$ cat src/rtl/reorder_pkg.sv
// Shared types and helpers for the reorder-tag scheduler: per-tag state
// encoding, packet_status codes and the modulo tag increment.
package reorder_pkg;

    localparam int DEFAULT_TAG_WIDTH   = 6;
    localparam int DEFAULT_BUFFER_SIZE = 50;

    // Lifecycle of one reorder tag: granted -> verdict -> retired back to FREE.
    typedef enum logic [1:0] {
        FREE = 2'b00,
        WAIT = 2'b01,
        ACC  = 2'b10,
        REJ  = 2'b11
    } tag_state_t;

    localparam logic [1:0] STATUS_PENDING = 2'b00;
    localparam logic [1:0] STATUS_REJECT  = 2'b01;
    localparam logic [1:0] STATUS_ACCEPT  = 2'b11;

    // Next tag in the circular tag space 0..size-1.
    function automatic int wrap_inc(input int tag, input int size);
        return (tag >= size - 1) ? 0 : tag + 1;
    endfunction

endpackage

$ cat src/rtl/reorder_tag_scheduler_tag_state_table.sv
// Register file holding the 2-bit state of every reorder tag, with separate
// write ports for allocation, verdict and retire and three read ports.
// Reads of indices beyond the tag space return FREE.
module tag_state_table
    import reorder_pkg::*;
#(
    parameter int TAG_WIDTH = DEFAULT_TAG_WIDTH,
    parameter int SIZE      = DEFAULT_BUFFER_SIZE
) (
    input  logic                 clk,
    input  logic                 rst,
    input  logic                 alloc_we_i,
    input  logic [TAG_WIDTH-1:0] alloc_idx_i,
    input  logic                 verdict_we_i,
    input  logic [TAG_WIDTH-1:0] verdict_idx_i,
    input  tag_state_t           verdict_state_i,
    input  logic                 retire_we_i,
    input  logic [TAG_WIDTH-1:0] retire_idx_i,
    input  logic [TAG_WIDTH-1:0] status_idx_i,
    output tag_state_t           status_state_o,
    input  logic [TAG_WIDTH-1:0] head_idx_i,
    output tag_state_t           head_state_o,
    input  logic [TAG_WIDTH-1:0] check_idx_i,
    output tag_state_t           check_state_o
);

    localparam logic [TAG_WIDTH-1:0] LastIdx = TAG_WIDTH'(SIZE - 1);

    tag_state_t stateTable_q [SIZE];
    tag_state_t stateTable_d [SIZE];

    // The top only raises each write enable for a tag in the state that port
    // expects, so the three writes never target the same entry.
    always_comb begin
        stateTable_d = stateTable_q;
        if (alloc_we_i) begin
            stateTable_d[alloc_idx_i] = WAIT;
        end
        if (verdict_we_i) begin
            stateTable_d[verdict_idx_i] = verdict_state_i;
        end
        if (retire_we_i) begin
            stateTable_d[retire_idx_i] = FREE;
        end
    end

    // State storage; reset returns every tag to FREE.
    always_ff @(posedge clk) begin
        if (!rst) begin
            for (int i = 0; i < SIZE; i++) begin
                stateTable_q[i] <= FREE;
            end
        end else begin
            stateTable_q <= stateTable_d;
        end
    end

    assign status_state_o = (status_idx_i <= LastIdx) ? stateTable_q[status_idx_i] : FREE;
    assign head_state_o   = (head_idx_i   <= LastIdx) ? stateTable_q[head_idx_i]   : FREE;
    assign check_state_o  = (check_idx_i  <= LastIdx) ? stateTable_q[check_idx_i]  : FREE;

endmodule

$ cat src/rtl/reorder_tag_scheduler.sv
// Reorder-tag scheduler: hands out tags in arrival order, records filter
// verdicts per tag, reports the verdict of the tag being drained and takes
// tags back in order on retire. Protocol violations latch err_sticky.
module reorder_tag_scheduler
    import reorder_pkg::*;
#(
    parameter int TAG_WIDTH            = DEFAULT_TAG_WIDTH,
    parameter int CIRCULAR_BUFFER_SIZE = DEFAULT_BUFFER_SIZE
) (
    input  logic                 clk,
    input  logic                 rst,
    input  logic                 alloc_valid,
    output logic                 alloc_ready,
    output logic [TAG_WIDTH-1:0] alloc_tag,
    input  logic                 verdict_valid,
    input  logic [TAG_WIDTH-1:0] verdict_tag,
    input  logic                 verdict_accept,
    input  logic [TAG_WIDTH-1:0] status_tag,
    output logic [1:0]           packet_status,
    input  logic                 retire_valid,
    input  logic [TAG_WIDTH-1:0] retire_tag,
    output logic [TAG_WIDTH:0]   occupancy,
    output logic                 err_sticky
);

    localparam logic [TAG_WIDTH:0] FullCount = (TAG_WIDTH + 1)'(CIRCULAR_BUFFER_SIZE);
    localparam logic [TAG_WIDTH:0] OneCount  = (TAG_WIDTH + 1)'(1);

    logic [TAG_WIDTH-1:0] allocPtr_q, allocPtr_d;
    logic [TAG_WIDTH-1:0] headPtr_q, headPtr_d;
    logic [TAG_WIDTH:0]   occupancy_q, occupancy_d;
    logic                 errSticky_q, errSticky_d;

    logic       grant;
    logic       verdictLegal;
    logic       retireLegal;
    tag_state_t verdictState;
    tag_state_t statusState;
    tag_state_t headState;
    tag_state_t checkState;

    // Readiness comes only from registered occupancy, so a retire in the same
    // cycle never opens the grant path combinationally.
    assign alloc_ready  = (occupancy_q < FullCount);
    assign alloc_tag    = allocPtr_q;
    assign occupancy    = occupancy_q;
    assign err_sticky   = errSticky_q;

    assign grant        = alloc_valid && alloc_ready;
    assign verdictState = verdict_accept ? ACC : REJ;
    assign verdictLegal = verdict_valid && (checkState == WAIT);
    assign retireLegal  = retire_valid && (retire_tag == headPtr_q)
                          && ((headState == ACC) || (headState == REJ));

    tag_state_table #(
        .TAG_WIDTH (TAG_WIDTH),
        .SIZE      (CIRCULAR_BUFFER_SIZE)
    ) u_table (
        .clk             (clk),
        .rst             (rst),
        .alloc_we_i      (grant),
        .alloc_idx_i     (allocPtr_q),
        .verdict_we_i    (verdictLegal),
        .verdict_idx_i   (verdict_tag),
        .verdict_state_i (verdictState),
        .retire_we_i     (retireLegal),
        .retire_idx_i    (headPtr_q),
        .status_idx_i    (status_tag),
        .status_state_o  (statusState),
        .head_idx_i      (headPtr_q),
        .head_state_o    (headState),
        .check_idx_i     (verdict_tag),
        .check_state_o   (checkState)
    );

    // Maps the drained tag's state onto the buffer's status code.
    always_comb begin
        case (statusState)
            ACC:     packet_status = STATUS_ACCEPT;
            REJ:     packet_status = STATUS_REJECT;
            default: packet_status = STATUS_PENDING;
        endcase
    end

    // Next-state for pointers, occupancy and the sticky protocol error.
    always_comb begin
        allocPtr_d  = allocPtr_q;
        headPtr_d   = headPtr_q;
        occupancy_d = occupancy_q;
        errSticky_d = errSticky_q;
        if (grant) begin
            allocPtr_d = TAG_WIDTH'(wrap_inc(int'(allocPtr_q), CIRCULAR_BUFFER_SIZE));
        end
        if (retireLegal) begin
            headPtr_d = TAG_WIDTH'(wrap_inc(int'(headPtr_q), CIRCULAR_BUFFER_SIZE));
        end
        case ({grant, retireLegal})
            2'b10:   occupancy_d = occupancy_q + OneCount;
            2'b01:   occupancy_d = occupancy_q - OneCount;
            default: occupancy_d = occupancy_q;
        endcase
        if ((verdict_valid && !verdictLegal) || (retire_valid && !retireLegal)) begin
            errSticky_d = 1'b1;
        end
    end

    // Control registers; reset discards everything, including verdicts in flight.
    always_ff @(posedge clk) begin
        if (!rst) begin
            allocPtr_q  <= '0;
            headPtr_q   <= '0;
            occupancy_q <= '0;
            errSticky_q <= 1'b0;
        end else begin
            allocPtr_q  <= allocPtr_d;
            headPtr_q   <= headPtr_d;
            occupancy_q <= occupancy_d;
            errSticky_q <= errSticky_d;
        end
    end

endmodule

$ cat config.mk
export PLATFORM = sky130hd
export DESIGN_NAME = reorder_tag_scheduler
export DESIGN_NICKNAME = d
export VERILOG_FILES = /design/src/rtl/reorder_pkg.sv /design/src/rtl/reorder_tag_scheduler_tag_state_table.sv /design/src/rtl/reorder_tag_scheduler.sv
export SDC_FILE = /design/constraint.sdc
export NUM_CORES = 1
export LEC_CHECK = 0
export ABC_AREA = 1
export BUFFER_PORTS_ARGS = -buffer_cell sky130_fd_sc_hd__buf_2
export CAP_MARGIN = 5
export CORE_MARGIN = 2
export CORE_UTILIZATION = 25
export CTS_CLUSTER_SIZE = 20
export DETAILED_ROUTE_END_ITERATION = 8
export GPL_TIMING_DRIVEN = 0
export HOLD_SLACK_MARGIN = 0.15
export PLACE_DENSITY = 0.49
export SYNTH_ARGS = -nofsm -noshare
export SYNTH_HDL_FRONTEND = slang
export SYNTH_SLANG_ARGS = --single-unit
$ cat constraint.sdc
create_clock -name clk -period 3.05 [get_ports clk]
set_input_delay 0 -clock clk [delete_from_list [all_inputs] [get_ports clk]]
set_output_delay 0 -clock clk [all_outputs]
set_load 0.02 [all_outputs]
; Word level (Yosys, flattened, before mapping)
; Index checks and enable logic that the tools add are counted.
[word_totals]
word_cells = 129
memories = 0
ram_bits = 0
romBits = 0
output_inout_bits = 17
latchBits = 0
inputBits = 24
reg_bits = 120
[op_classes]
n_reduce_logical = 14
add_sub_neg = 4
bitwise_logic = 9
n_div = 0
mux = 27
n_shift = 0
eq_ne = 8
n_lt_le_gt_ge = 13
n_mul = 0
[ops]
columns = cell, n
row1 = 100-bit two-way mux, 3
row2 = 100-bit AND, 1
row3 = 100-bit bitwise mux, 1
row4 = 100-bit NOT, 1
row5 = 50-bit AND, 1
row6 = 50-bit NOT, 1
row7 = 50-bit bitwise OR, 1
row8 = 2-bit binary-select mux with 6-bit select, 3
row9 = 2-bit demux with 6-bit select, 3
row10 = "7-bit greater-or-equal comparator, second input constant", 4
row11 = 6-bit NOT with 7-bit output, 4
row12 = 2-bit two-way mux, 12
row13 = "7-bit by 1-bit less-than comparator with 1-bit output, second input constant", 3
row14 = "6-bit less-or-equal comparator, second input constant", 3
row15 = 7-bit one-hot mux with 2 select lines, 1
row16 = "6-bit by 1-bit adder with 6-bit output, second input constant", 2
row17 = "6-bit greater-or-equal comparator, second input constant", 2
row18 = 6-bit two-way mux, 2
row19 = "2-bit equality test, second input constant", 5
row20 = 1-bit logical AND, 9
row21 = "7-bit by 1-bit adder with 7-bit output, second input constant", 1
row22 = "7-bit by 6-bit less-than comparator with 1-bit output, second input constant", 1
row23 = "7-bit by 1-bit subtractor with 7-bit output, second input constant", 1
row24 = 6-bit equality test, 1
row25 = 6 further kinds, 9

; Logic depth before layout (Yosys ltp)
; Gate-level depths: netlist of the first run.
[depth]
ltp_word = 12
depth_mapped = 26
depth_no_buf = 23

; By module
; From an unflattened synthesis of the first run, not the netlist that was laid out.
[hier_totals]
cells_unflattened = 1652
hier_area_um2 = 9447.8
[by_module_without_submodules]
columns = module, n_inst, area_per_inst_um2, cells_each, seq_area_each_um2
row1 = tag_state_table, 1, 7940.1, 1414, 2001.9
row2 = reorder_tag_scheduler, 1, 1507.7, 238, 400.4

; Worst setup path before layout of the first run
; No wires, ideal clock.
[synth_timing]
path_type = register -> register
startpoint = reg occupancy_q[1], in the netlist occupancy[1]
endpoint = reg occupancy_q[6], in the netlist occupancy[6]
t_required_ps = 2977
setup_time_ps = 73
arrival_ps = 3282
stages_incl_launch_ff = 20
slack_ps = -305
cell_sequence = dfxtp_1 nor2_1 nand2_1 a31oi_1 nand2_1 clkbuf_1 clkbuf_1 ha_1 clkbuf_1 xor2_1 ha_1 a21oi_1 inv_1 nand3_1 nand3_1 nand2_1 o21ai_0 xor2_1 nand2_1 a21oi_1
[synth_between]
elab_chain_cells = 4
word_cells_on_any_way = 8
[synth_rtl]
columns = item, line_no
row1 = start: declaration, reorder_tag_scheduler.sv:31  ; logic [TAG_WIDTH:0] occupancy_q, occupancy_d;
row2 = start signal: assignment, reorder_tag_scheduler.sv:117  ; occupancy_q <= occupancy_d;
row3 = 7-bit by 6-bit less-than comparator with 1-bit output (*), reorder_tag_scheduler.sv:44  ; assign alloc_ready = (occupancy_q < FullCount);
row4 = net alloc_ready, reorder_tag_scheduler.sv:13  ; output logic alloc_ready,
row5 = 1-bit logical AND (*), reorder_tag_scheduler.sv:49  ; assign grant = alloc_valid && alloc_ready;
row6 = 2-bit by 1-bit equality test with 1-bit output / 2-bit equality test (equally long branches), reorder_tag_scheduler.sv:97  ; case ({grant, retireLegal})
row7 = 7-bit one-hot mux with 2 select lines / 2-bit nonzero test (equally long branches), n/a
; The timed path passes the listed nets; every way through them passes the cells marked *.
; A chain may end at the register's enable or synchronous reset.

; Worst setup path in the final report of the first run
[layout_timing]
startpoint = reg headPtr_q[0]
endpoint = reg occupancy_q[6], in the netlist occupancy[6]
[layout_between]
elab_chain_cells = 10
word_cells_on_any_way = 16
[layout_rtl]
columns = item, line_no
row1 = start: declaration, reorder_tag_scheduler.sv:30  ; logic [TAG_WIDTH-1:0] headPtr_q, headPtr_d;
row2 = start signal: assignment, reorder_tag_scheduler.sv:116  ; headPtr_q <= headPtr_d;
row3 = 6-bit NOT with 7-bit output (implied by the code), reorder_tag_scheduler_tag_state_table.sv:59  ; assign head_state_o = (head_idx_i <= LastIdx) ? stateTable_q[head_idx_i] : FREE;
row4 = 2-bit binary-select mux with 6-bit select, reorder_tag_scheduler_tag_state_table.sv:59
row5 = 2-bit two-way mux (implied by the code) (2 in series), reorder_tag_scheduler_tag_state_table.sv:59
row6 = 2-bit two-way mux, reorder_tag_scheduler_tag_state_table.sv:59
row7 = 2-bit equality test, reorder_tag_scheduler.sv:53  ; && ((headState == ACC) || (headState == REJ));
row8 = 1-bit logical OR, reorder_tag_scheduler.sv:53
row9 = 1-bit logical AND (*), reorder_tag_scheduler.sv:53
row10 = 2-bit by 1-bit equality test with 1-bit output / 2-bit equality test (equally long branches), reorder_tag_scheduler.sv:97
row11 = 7-bit one-hot mux with 2 select lines / 2-bit nonzero test (equally long branches), n/a
; Every way passes the cells marked *; elsewhere a longest branch is shown, timed or not. The select of a mux whose other input is x is not followed.

==> results.cfg, run 1 <==
[outcome]
status = complete, but fails checks
violations = negative setup slack

[cells_and_area]
area_delta_synth_final_pct = 20.2
nets = 1734
regArea_um2 = 2410
fin_area_um2 = 11600
final_core_util_pct = 30.6
drive_gt1_share_pct = 15.0
antenna_cells = 0
fillers = 4328
multi_input_area_um2 = 6200

[clock_tree]
htree_levels = 4
cts_buffers = 17
insertion_delay_ps = 440
clkTransAtPathRegs_ps = 60
cts_tree = done
ctsRootBufferMaster = clkbuf_16
clockBufferDepth = 2
clock_sinks = 120

[global_route]
grt_overflow = 0
antenna_found_initial = 2
grt_pass1_vias = 10300
grt.total_usage_pct = 22.9
grt_first_pass_wirelength_um = 68200
grt_start_max_net_pins = 17

[synthesis]
synthesis.instances = 1620
synth.distinct_cells = 43
seq_area_frac_synth_pct = 24.9
syn-cell-area_um2 = 9650
synth-async-reset-ratio_pct = 0
syn-num-nets = 1653
synth_edf_count = 0
yosys_warnings = 0
ys.flop_type = dfxtp_1
synth_seq_cells = 120
syn_avg_cell_area_um2 = 5.96

[setup_path]
cp_max_fo = 6
reg2reg_slack_ps = -180
arrival_ps = 3590
cpMostUsedCell = nand2_1
r2r_end = occupancy[6]$_SDFFE_PN0P_
slowest_stage = dfxtp_4
worstSetupPathType = flop to flop
worstSetupEndpointType = flop
max_stage_delay_ps = 360
path_delay_family = simple AND/OR/NAND/NOR gates
required_ps = 3410
startpoint_type = flop
crit_buf_inv = 5
crit_path_start = headPtr_q[0]$_SDFFE_PN0N_
path_cells = buf_8 -> buf_12 -> buf_8 -> o21ai_4 -> nand2_1 -> nand2_1 -> nand2_1 -> a21boi_2 -> nor2_1 -> nand2_2 -> and3_4 -> ha_4 -> buf_8 -> xor2_2 -> ha_2 -> a21oi_2 -> inv_1 -> nand3_2 -> nand3_2 -> nand2_2 -> o21ai_2 -> xor2_1 -> nand2_1 -> a21oi_2
path_depth = 24
reg2regPathDepth = 24
r2r-start = headPtr_q[0]$_SDFFE_PN0N_

[timing]
finalCriticalPeriod_ps = 3230
worst_hold_slack_ps = 167
max_clock_freq_mhz = 309
rsz0062_at_grt = true
report.final.setup_viol = 3
report.final.slew_viol_count = 0
tightest_slew_ps = 1120
slew_headroom_pct = 24.6
fin_tns_setup_ps = -284
finClkSkew_ps = 12.2
fin_ws_ps = -183
final.period_utilization_pct = 106
hold_viol_final = 0

[power_and_ir_drop]
vdd_ir_drop_max_v = 0.000408
fin_total_pwr_mw = 4.32
power_density_nw_per_um2 = 372
power.leakage_nw = 4.57

[floorplan]
pin_count = 41
dieArea_um2 = 40200
die_h_um = 201
fp.coreArea_um2 = 37800
rows = 71
die_w_um = 201
start_util_pct = 25.5

[routing]
ant_nets = 0
wl_per_cell_um = 21.7
routed_via_density = 5.28
routed_wl_um = 48300
first_pass_iters = 6
route.vias.total = 11700
drtIter0Drc = 1421
drc = 0

[min_path]
hold-path-endpoint = headPtr_q[3]$_SDFFE_PN0N_
hold_path_class = input pin to flop
min-delay-start = retire_tag[0]
worstHoldPathCells = 8

[placed_design]
postPlaceCellArea_um2 = 10500
gp_congestion = 0.960
numPortBuffers = 34
hpwl_um = 35800

[flow_run]
max_cap_violations = 0
-- through the flow --
stage	instances	setup WS [ps]
floorplan	1620	25.5
global placement	2165	-828
detailed placement	2165	-883
CTS	2208	-153
global route	2224	-364
finish	2224	-183
-- tightest hold or removal path, cell delays in order --
cell	delay, ps
buf_2	80
nand2_1	80
nand2_1	90
nor3_1	50
nand3_1	60
nor2_1	50
nand4_1	90
a21oi_1	60
-- registers in the layout, indices dropped and copies added (netlist names) --
signal and cells:
u_table.stateTable_q 100, alloc_tag 6, err_sticky 1, headPtr_q 6, occupancy 7
-- worst max-delay path by stage --
stage                     slack (ps)                        end
after floorplan                   30  occupancy[6]$_SDFFE_PN0P_
after global placement          -830  occupancy[6]$_SDFFE_PN0P_
after detailed placement        -880  occupancy[6]$_SDFFE_PN0P_
after CTS                       -150  occupancy[6]$_SDFFE_PN0P_
after global routing            -360  occupancy[6]$_SDFFE_PN0P_
final                           -180  occupancy[6]$_SDFFE_PN0P_
-- kinds of logic (layout without fill, tap and decap cells) --
group,count (synthesis),count (layout),synth area share [%]
AO/OA/AOI/OAI,350,350,19.5
flip-flops,120,120,24.9
AND/OR/NAND/NOR,846,846,40.0
adder cells (fa/ha/maj),9,9,1.17
XOR/XNOR,13,13,1.18
buffers and inverters,282,375,13.3
-- routing by layer --
metal / routed length, um / track usage (%) / vias up
met4: 1890 / 8.84 / 2
met5: 13 / 0 / -
li1: - / - / 5473
met2: 20400 / 34.6 / 691
met3: 4660 / 4.29 / 107
met1: 21200 / 32.2 / 5461
-- layout by cell type, fill, tap and decap left out, types with 9 or more instances in the layout --
master / count
a21oi_1: 112
nor2_1: 182
o21ai_1: 37
nand3_2: 46
dfxtp_1: 118
buf_4: 36
nor3_4: 9
a21oi_2: 19
nand3_1: 75
inv_1: 181
nor3_1: 23
clkbuf_1: 43
a31oi_1: 17
nand4_1: 62
clkbuf_16: 18
buf_2: 43
o21ai_0: 134
buf_6: 14
nand2_1: 423
-- cells in the mapped netlist, types with 9 or more instances --
cell | n | area share (%)
clkbuf_1 | 45 | 1.7
nand3_2 | 42 | 4.4
nand2_1 | 425 | 17
a31oi_1 | 18 | 1.2
a21oi_2 | 17 | 1.5
nor3_1 | 23 | 1.2
dfxtp_1 | 120 | 25
xor2_1 | 10 | 0.91
ha_1 | 9 | 1.2
inv_1 | 182 | 7.1
o21ai_1 | 17 | 0.88
buf_4 | 14 | 1.1
nand4_1 | 62 | 4.0
a21oi_1 | 114 | 5.9
buf_2 | 18 | 0.93
nand3_1 | 79 | 4.1
o21ai_0 | 163 | 8.5
nor2_1 | 189 | 7.3
-- what timing repair did --
item                                   in CTS  in global routing
cloned                                      1                  1
setup endpoints to repair                  46                 21
endpoints found under the hold margin      11                  0
buffers inserted                            6                 16
pin swaps                                   5                 12
resized for setup                          60                 57
hold buffers                                5                  0
-- where the power goes --
part | total (mW) | switching, mW | internal, mW
clock network | 1.98 | 0.866 | 1.12
registers | 1.60 | 0.0214 | 1.58
logic | 0.732 | 0.538 | 0.194
total | 4.32 | 1.43 | 2.89
-- layout make-up --
type                    count  area share [%]
inverters                 190            6.17
flip-flops and latches    120            20.8
well taps                 511            5.51
plain buffers              91            5.80
multi-input cells        1218            53.4
repair buffers             63            3.67
clock inverters            11           0.885
clock buffers              20            3.76
No activity file was read; power rests on OpenSTA's default activity.
==> inputs of run 2 (changes only) <==
==> constraint.sdc (replaced) <==
create_clock -name clk -period 2.7 [get_ports clk]
set_input_delay 0 -clock clk [delete_from_list [all_inputs] [get_ports clk]]
set_output_delay 0 -clock clk [all_outputs]
set_load 0.02 [all_outputs]
==> results.cfg, run 2 (synthesis results as in run 1) <==
[cells_and_area]
nets = 1736
fillers = 4230
drive_gt1_share_pct = 18.1
regMostFlops = u_table.stateTable_q
final_common_cell = nand2_1
layout_common_cells = nand2_1, inv_1, nor2_1, dfxtp_1, a21oi_1
antenna_cells = 0
largest_reg_flops = 100
final_core_util_pct = 31.4
fin_area_um2 = 11900
multi_input_area_um2 = 6390
regArea_um2 = 2410
area_delta_synth_final_pct = 23.1

[setup_path]
max_stage_delay_ps = 360
arrival_ps = 3420
slowest_stage = dfxtp_4
required_ps = 3060
r2r-start = headPtr_q[0]$_SDFFE_PN0N_
worstSetupEndpointType = flop
crit_buf_inv = 3
reg2regPathDepth = 24
r2r_end = occupancy[6]$_SDFFE_PN0P_
worstSetupPathType = flop to flop
path_cells = buf_12 -> buf_12 -> o21ai_2 -> nand2_1 -> nand2_1 -> nand2_1 -> nand2_1 -> nand2_1 -> nand2_1 -> nor2_2 -> nand2_2 -> and3_4 -> ha_4 -> xor2_2 -> ha_2 -> a21oi_2 -> inv_1 -> nand3_2 -> nand3_2 -> nand2_2 -> o21ai_2 -> xor2_1 -> nand2_1 -> a21oi_1
cp_max_fo = 10
cpMostUsedCell = nand2_1
startpoint_type = flop
reg2reg_slack_ps = -360
path_delay_family = simple AND/OR/NAND/NOR gates

[flow_run]
max_cap_violations = 0

[power_and_ir_drop]
power.leakage_nw = 4.66
power_density_nw_per_um2 = 426
vdd_ir_drop_max_v = 0.000444

[placed_design]
numPortBuffers = 34
postPlaceCellArea_um2 = 10600
hpwl_um = 35800
gp_congestion = 0.929

[timing]
final.period_utilization_pct = 113
report.final.slew_viol_count = 0
finalCriticalPeriod_ps = 3060
finClkSkew_ps = 11.6
tightest_slew_ps = 1110
rsz0062_at_grt = true
hold_viol_final = 0
report.final.setup_viol = 4
fin_ws_ps = -362
slew_headroom_pct = 25.5
max_clock_freq_mhz = 327

[min_path]
worstHoldPathCells = 8
hold-path-endpoint = headPtr_q[3]$_SDFFE_PN0N_
hold_path_class = input pin to flop
min-delay-start = retire_tag[4]

[clock_tree]
htree_levels = 4
cts_buffers = 17
clockBufferDepth = 2
clkTransAtPathRegs_ps = 60
insertion_delay_ps = 450
clock_sinks = 120
cts_tree = done
ctsRootBufferMaster = clkbuf_16

[routing]
first_pass_iters = 8
drc = 2
wl_per_cell_um = 21.4
routed_via_density = 5.23
drtIter0Drc = 1346
routed_wl_um = 47600
ant_nets = 0
route.vias.total = 11600

[floorplan]
dieArea_um2 = 40200
die_h_um = 201
fp.coreArea_um2 = 37800
die_w_um = 201
pin_count = 41
rows = 71
start_util_pct = 25.5

[global_route]
grt_start_max_net_pins = 17
antenna_found_initial = 1
grt.total_usage_pct = 23.1
grt_pass1_vias = 10400
grt_overflow = 0
grt_first_pass_wirelength_um = 68500

[outcome]
status = complete, but fails checks
violations = design-rule violations, negative setup slack
## run 2: cell count changes in the layout (fill, tap and decap cells not counted), moves of 5 or more
cell,delta
o21ai_0,-30
nand2_2,+6
o21ai_2,+33
o21ai_1,-5
clkbuf_1,-6
nand2_1,-6
## run 2: layer usage
layer	GRT usage, %	vias to the layer above	part of all wire [%]
met4	9.89	0	4.1
met3	3.65	104	9.2
li1	-	5485	-
met5	0	-	0
met1	32.8	5414	45
met2	34.4	632	42
## run 2: worst max path at each step
stage,cells past startpoint,slack [ps],start,end
after floorplan,26,-120,headPtr_q[0]$_SDFFE_PN0N_,occupancy[6]$_SDFFE_PN0P_
after global placement,23,-870,headPtr_q[0]$_SDFFE_PN0N_,occupancy[6]$_SDFFE_PN0P_
after detailed placement,23,-880,headPtr_q[0]$_SDFFE_PN0N_,occupancy[6]$_SDFFE_PN0P_
after CTS,24,-280,headPtr_q[0]$_SDFFE_PN0N_,occupancy[6]$_SDFFE_PN0P_
after global routing,20,-530,headPtr_q[0]$_SDFFE_PN0N_,occupancy[6]$_SDFFE_PN0P_
final,24,-360,headPtr_q[0]$_SDFFE_PN0N_,occupancy[6]$_SDFFE_PN0P_
## run 2: cell type report
type	count	share of cell area, %
Tap cell	511	5.38
Clock inverter	13	1.23
Timing Repair Buffer	66	3.92
Multi-Input combinational cell	1218	53.8
Inverter	190	6.02
Sequential cell	120	20.3
Buffer	90	5.67
Clock buffer	18	3.70
## run 2: through the flow
| step | TNS (ps) | total power [mW] | hold WS, ps | setup WS (ps) | instances |
|---|---|---|---|---|---|
| detailed placement | -23230 | 2.63 | 317 | -879 | 2165 |
| floorplan | -122 | 2.33 | 180 | -118 | 1620 |
| finish | -915 | 5.07 | 195 | -362 | 2226 |
| global route | -2090 | 5.21 | 224 | -534 | 2226 |
| global placement | -24390 | 2.63 | 318 | -869 | 2165 |
| CTS | -716 | 5.04 | 164 | -279 | 2212 |
## run 2: worst reg2reg max path, cell delays in order (launching register included)
cell,delay [ps]
dfxtp_4,360
buf_12,140
buf_12,150
o21ai_2,210
nand2_1,70
nand2_1,60
nand2_1,50
nand2_1,70
nand2_1,80
nand2_1,80
nor2_2,50
nand2_2,90
and3_4,200
ha_4,170
xor2_2,170
ha_2,200
a21oi_2,50
inv_1,70
nand3_2,80
nand3_2,130
nand2_2,60
o21ai_2,120
xor2_1,150
nand2_1,60
a21oi_1,120
## run 2: power by group
part / internal [mW] / total (mW) / switching, mW
Clock: 1.39 / 2.41 / 1.02
Combinational: 0.233 / 0.848 / 0.614
Sequential: 1.79 / 1.81 / 0.0243
## run 2: timing repair
action | CTS | global route
endpoints found under the hold margin | 9 | 0
hold buffers | 6 | 0
gates resized for setup | 64 | 78
buffers inserted | 11 | 14
gates cloned | 1 | 0
pin swaps | 15 | 13
setup endpoints to repair | 89 | 66
==> inputs of run 3 (changes only) <==
--- a/config.mk
+++ b/config.mk
@@ -15,6 +15,7 @@
 export GPL_TIMING_DRIVEN = 0
 export HOLD_SLACK_MARGIN = 0.15
 export PLACE_DENSITY = 0.49
+export RECOVER_POWER = 100
 export SYNTH_ARGS = -nofsm -noshare
 export SYNTH_HDL_FRONTEND = slang
 export SYNTH_SLANG_ARGS = --single-unit
==> results.cfg, run 3 (synthesis results as in run 1) <==
[routing]
wl_per_cell_um = 21.4
drtIter0Drc = 1348
ant_nets = 0
route.vias.total = 11600
routed_wl_um = 47600
first_pass_iters = 8
routed_via_density = 5.23
drc = 2

[clock_tree]
clockBufferDepth = 2
cts_tree = done
clkTransAtPathRegs_ps = 60
ctsRootBufferMaster = clkbuf_16
htree_levels = 4
cts_buffers = 17
clock_sinks = 120
insertion_delay_ps = 450

[setup_path]
required_ps = 3060
r2r_end = occupancy[6]$_SDFFE_PN0P_
r2r-start = headPtr_q[0]$_SDFFE_PN0N_
cp_max_fo = 10
reg2reg_slack_ps = -360
reg2regPathDepth = 24
worstSetupPathType = flop to flop
startpoint_type = flop
worstSetupEndpointType = flop
arrival_ps = 3420

[global_route]
use_met2_pct = 34.4
grt_pass1_vias = 10400
grt_overflow = 0
top_usage_layer = met2
grt_first_pass_wirelength_um = 68500
antenna_found_initial = 1
grt_start_max_net_pins = 17
met3_usage_pct = 3.65
met1_usage_pct = 32.8
grt.total_usage_pct = 23.1

[power_and_ir_drop]
power.leakage_nw = 4.65
internal-power_mw = 3.40
vdd_ir_drop_max_v = 0.000444
pwr-share-clk_pct = 47.6
switchingPower_mw = 1.66
switching_share_pct = 32.8
power_density_nw_per_um2 = 427
seq_power_share_pct = 35.7
power_frac_comb_pct = 16.7

[placed_design]
hpwl_um = 35800
numPortBuffers = 34
gp_congestion = 0.929
place_worst_setup_slack_ps = -879

[timing]
max_clock_freq_mhz = 327
report.final.slew_viol_count = 0
rsz0062_at_grt = true
worst_hold_slack_ps = 195
fin_tns_setup_ps = -909
finalCriticalPeriod_ps = 3060
final.period_utilization_pct = 113
finClkSkew_ps = 12.5
tightest_slew_ps = 1110
hold_viol_final = 0
slew_headroom_pct = 25.5
report.final.setup_viol = 4
fin_ws_ps = -362

[floorplan]
die_h_um = 201
pin_count = 41
dieArea_um2 = 40200
rows = 71
fp.coreArea_um2 = 37800
die_w_um = 201
start_util_pct = 25.5

[cells_and_area]
final_common_cell = nand2_1
fillers = 4233
area_delta_synth_final_pct = 23.1
layout_common_cells = nand2_1, inv_1, nor2_1, dfxtp_1, a21oi_1
drive_gt1_share_pct = 17.9
final_core_util_pct = 31.4
regMostFlops = u_table.stateTable_q
largest_reg_flops = 100
antenna_cells = 0
nets = 1736

[outcome]
violations = design-rule violations, negative setup slack
status = complete, but fails checks

[flow_run]
max_cap_violations = 0

[min_path]
worstHoldPathCells = 8
hold_path_class = input pin to flop
hold-path-endpoint = headPtr_q[3]$_SDFFE_PN0N_
min-delay-start = retire_tag[4]
-- run 3: cell count changes in the layout (fill, tap and decap cells not counted), sizes merged --
| cell | previous run | this run |
|---|---|---|
| buf | 106 | 103 |
| clkbuf | 62 | 65 |
-- run 3: through the flow --
| step | power, mW | std cells | area [um2] |
|---|---|---|---|
| floorplan | 2.33 | 1620 | 9820 |
| global placement | 2.63 | 2165 | 10600 |
| detailed placement | 2.63 | 2165 | 10600 |
| CTS | 5.04 | 2212 | 11600 |
| global route | 5.21 | 2226 | 11900 |
| finish | 5.07 | 2226 | 11900 |
-- run 3: area by class of cell --
class / count / area [um2] / share of cell area (%)
clock inverters: 13 / 146 / 1.23
multi-input cells: 1218 / 6390 / 53.8
clock buffers: 18 / 439 / 3.70
well taps: 511 / 639 / 5.38
plain buffers: 90 / 674 / 5.68
flip-flops and latches: 120 / 2410 / 20.3
inverters: 190 / 716 / 6.02
repair buffers: 66 / 462 / 3.89
-- run 3: critical path, stage by stage, from the launching register on --
cell,delay (ps)
dfxtp_4,360
buf_12,140
buf_12,150
o21ai_2,210
nand2_1,70
nand2_1,60
nand2_1,50
nand2_1,70
nand2_1,80
nand2_1,80
nor2_2,50
nand2_2,90
and3_4,200
ha_4,170
xor2_2,170
ha_2,200
a21oi_2,50
inv_1,70
nand3_2,80
nand3_2,130
nand2_2,50
o21ai_2,120
xor2_1,150
nand2_1,60
a21oi_1,120
-- run 3: power groups by stage --
stage | clock, mW | combinational (mW) | sequential (mW)
after detailed placement | 0 | 0.776 | 1.85
after floorplan | 0 | 0.472 | 1.86
after global placement | 0 | 0.780 | 1.85
after CTS | 2.43 | 0.798 | 1.81
final | 2.41 | 0.847 | 1.81
after global routing | 2.51 | 0.891 | 1.81
-- run 3: what timing repair did --
action                                  CTS  global route
endpoints found under the setup margin   89            66
gates resized for setup                  64            78
buffers inserted                         11            14
gates cloned                              1             0
hold buffers                              6             0
pin swaps                                15            13
hold endpoints to repair                  9             0
-- run 3: how the worst max path moves through the flow --
stage                              start  cells past startpoint                   endpoint
6_report       headPtr_q[0]$_SDFFE_PN0N_                     24  occupancy[6]$_SDFFE_PN0P_
3_3_place_gp   headPtr_q[0]$_SDFFE_PN0N_                     23  occupancy[6]$_SDFFE_PN0P_
2_1_floorplan  headPtr_q[0]$_SDFFE_PN0N_                     26  occupancy[6]$_SDFFE_PN0P_
5_1_grt        headPtr_q[0]$_SDFFE_PN0N_                     20  occupancy[6]$_SDFFE_PN0P_
4_1_cts        headPtr_q[0]$_SDFFE_PN0N_                     24  occupancy[6]$_SDFFE_PN0P_
3_5_place_dp   headPtr_q[0]$_SDFFE_PN0N_                     23  occupancy[6]$_SDFFE_PN0P_
-- run 3: layer usage --
layer	wire length [um]	up-vias
li1	-	5485
met1	21200	5416
met2	20000	626
met3	4330	104
met4	1990	0
met5	0	-
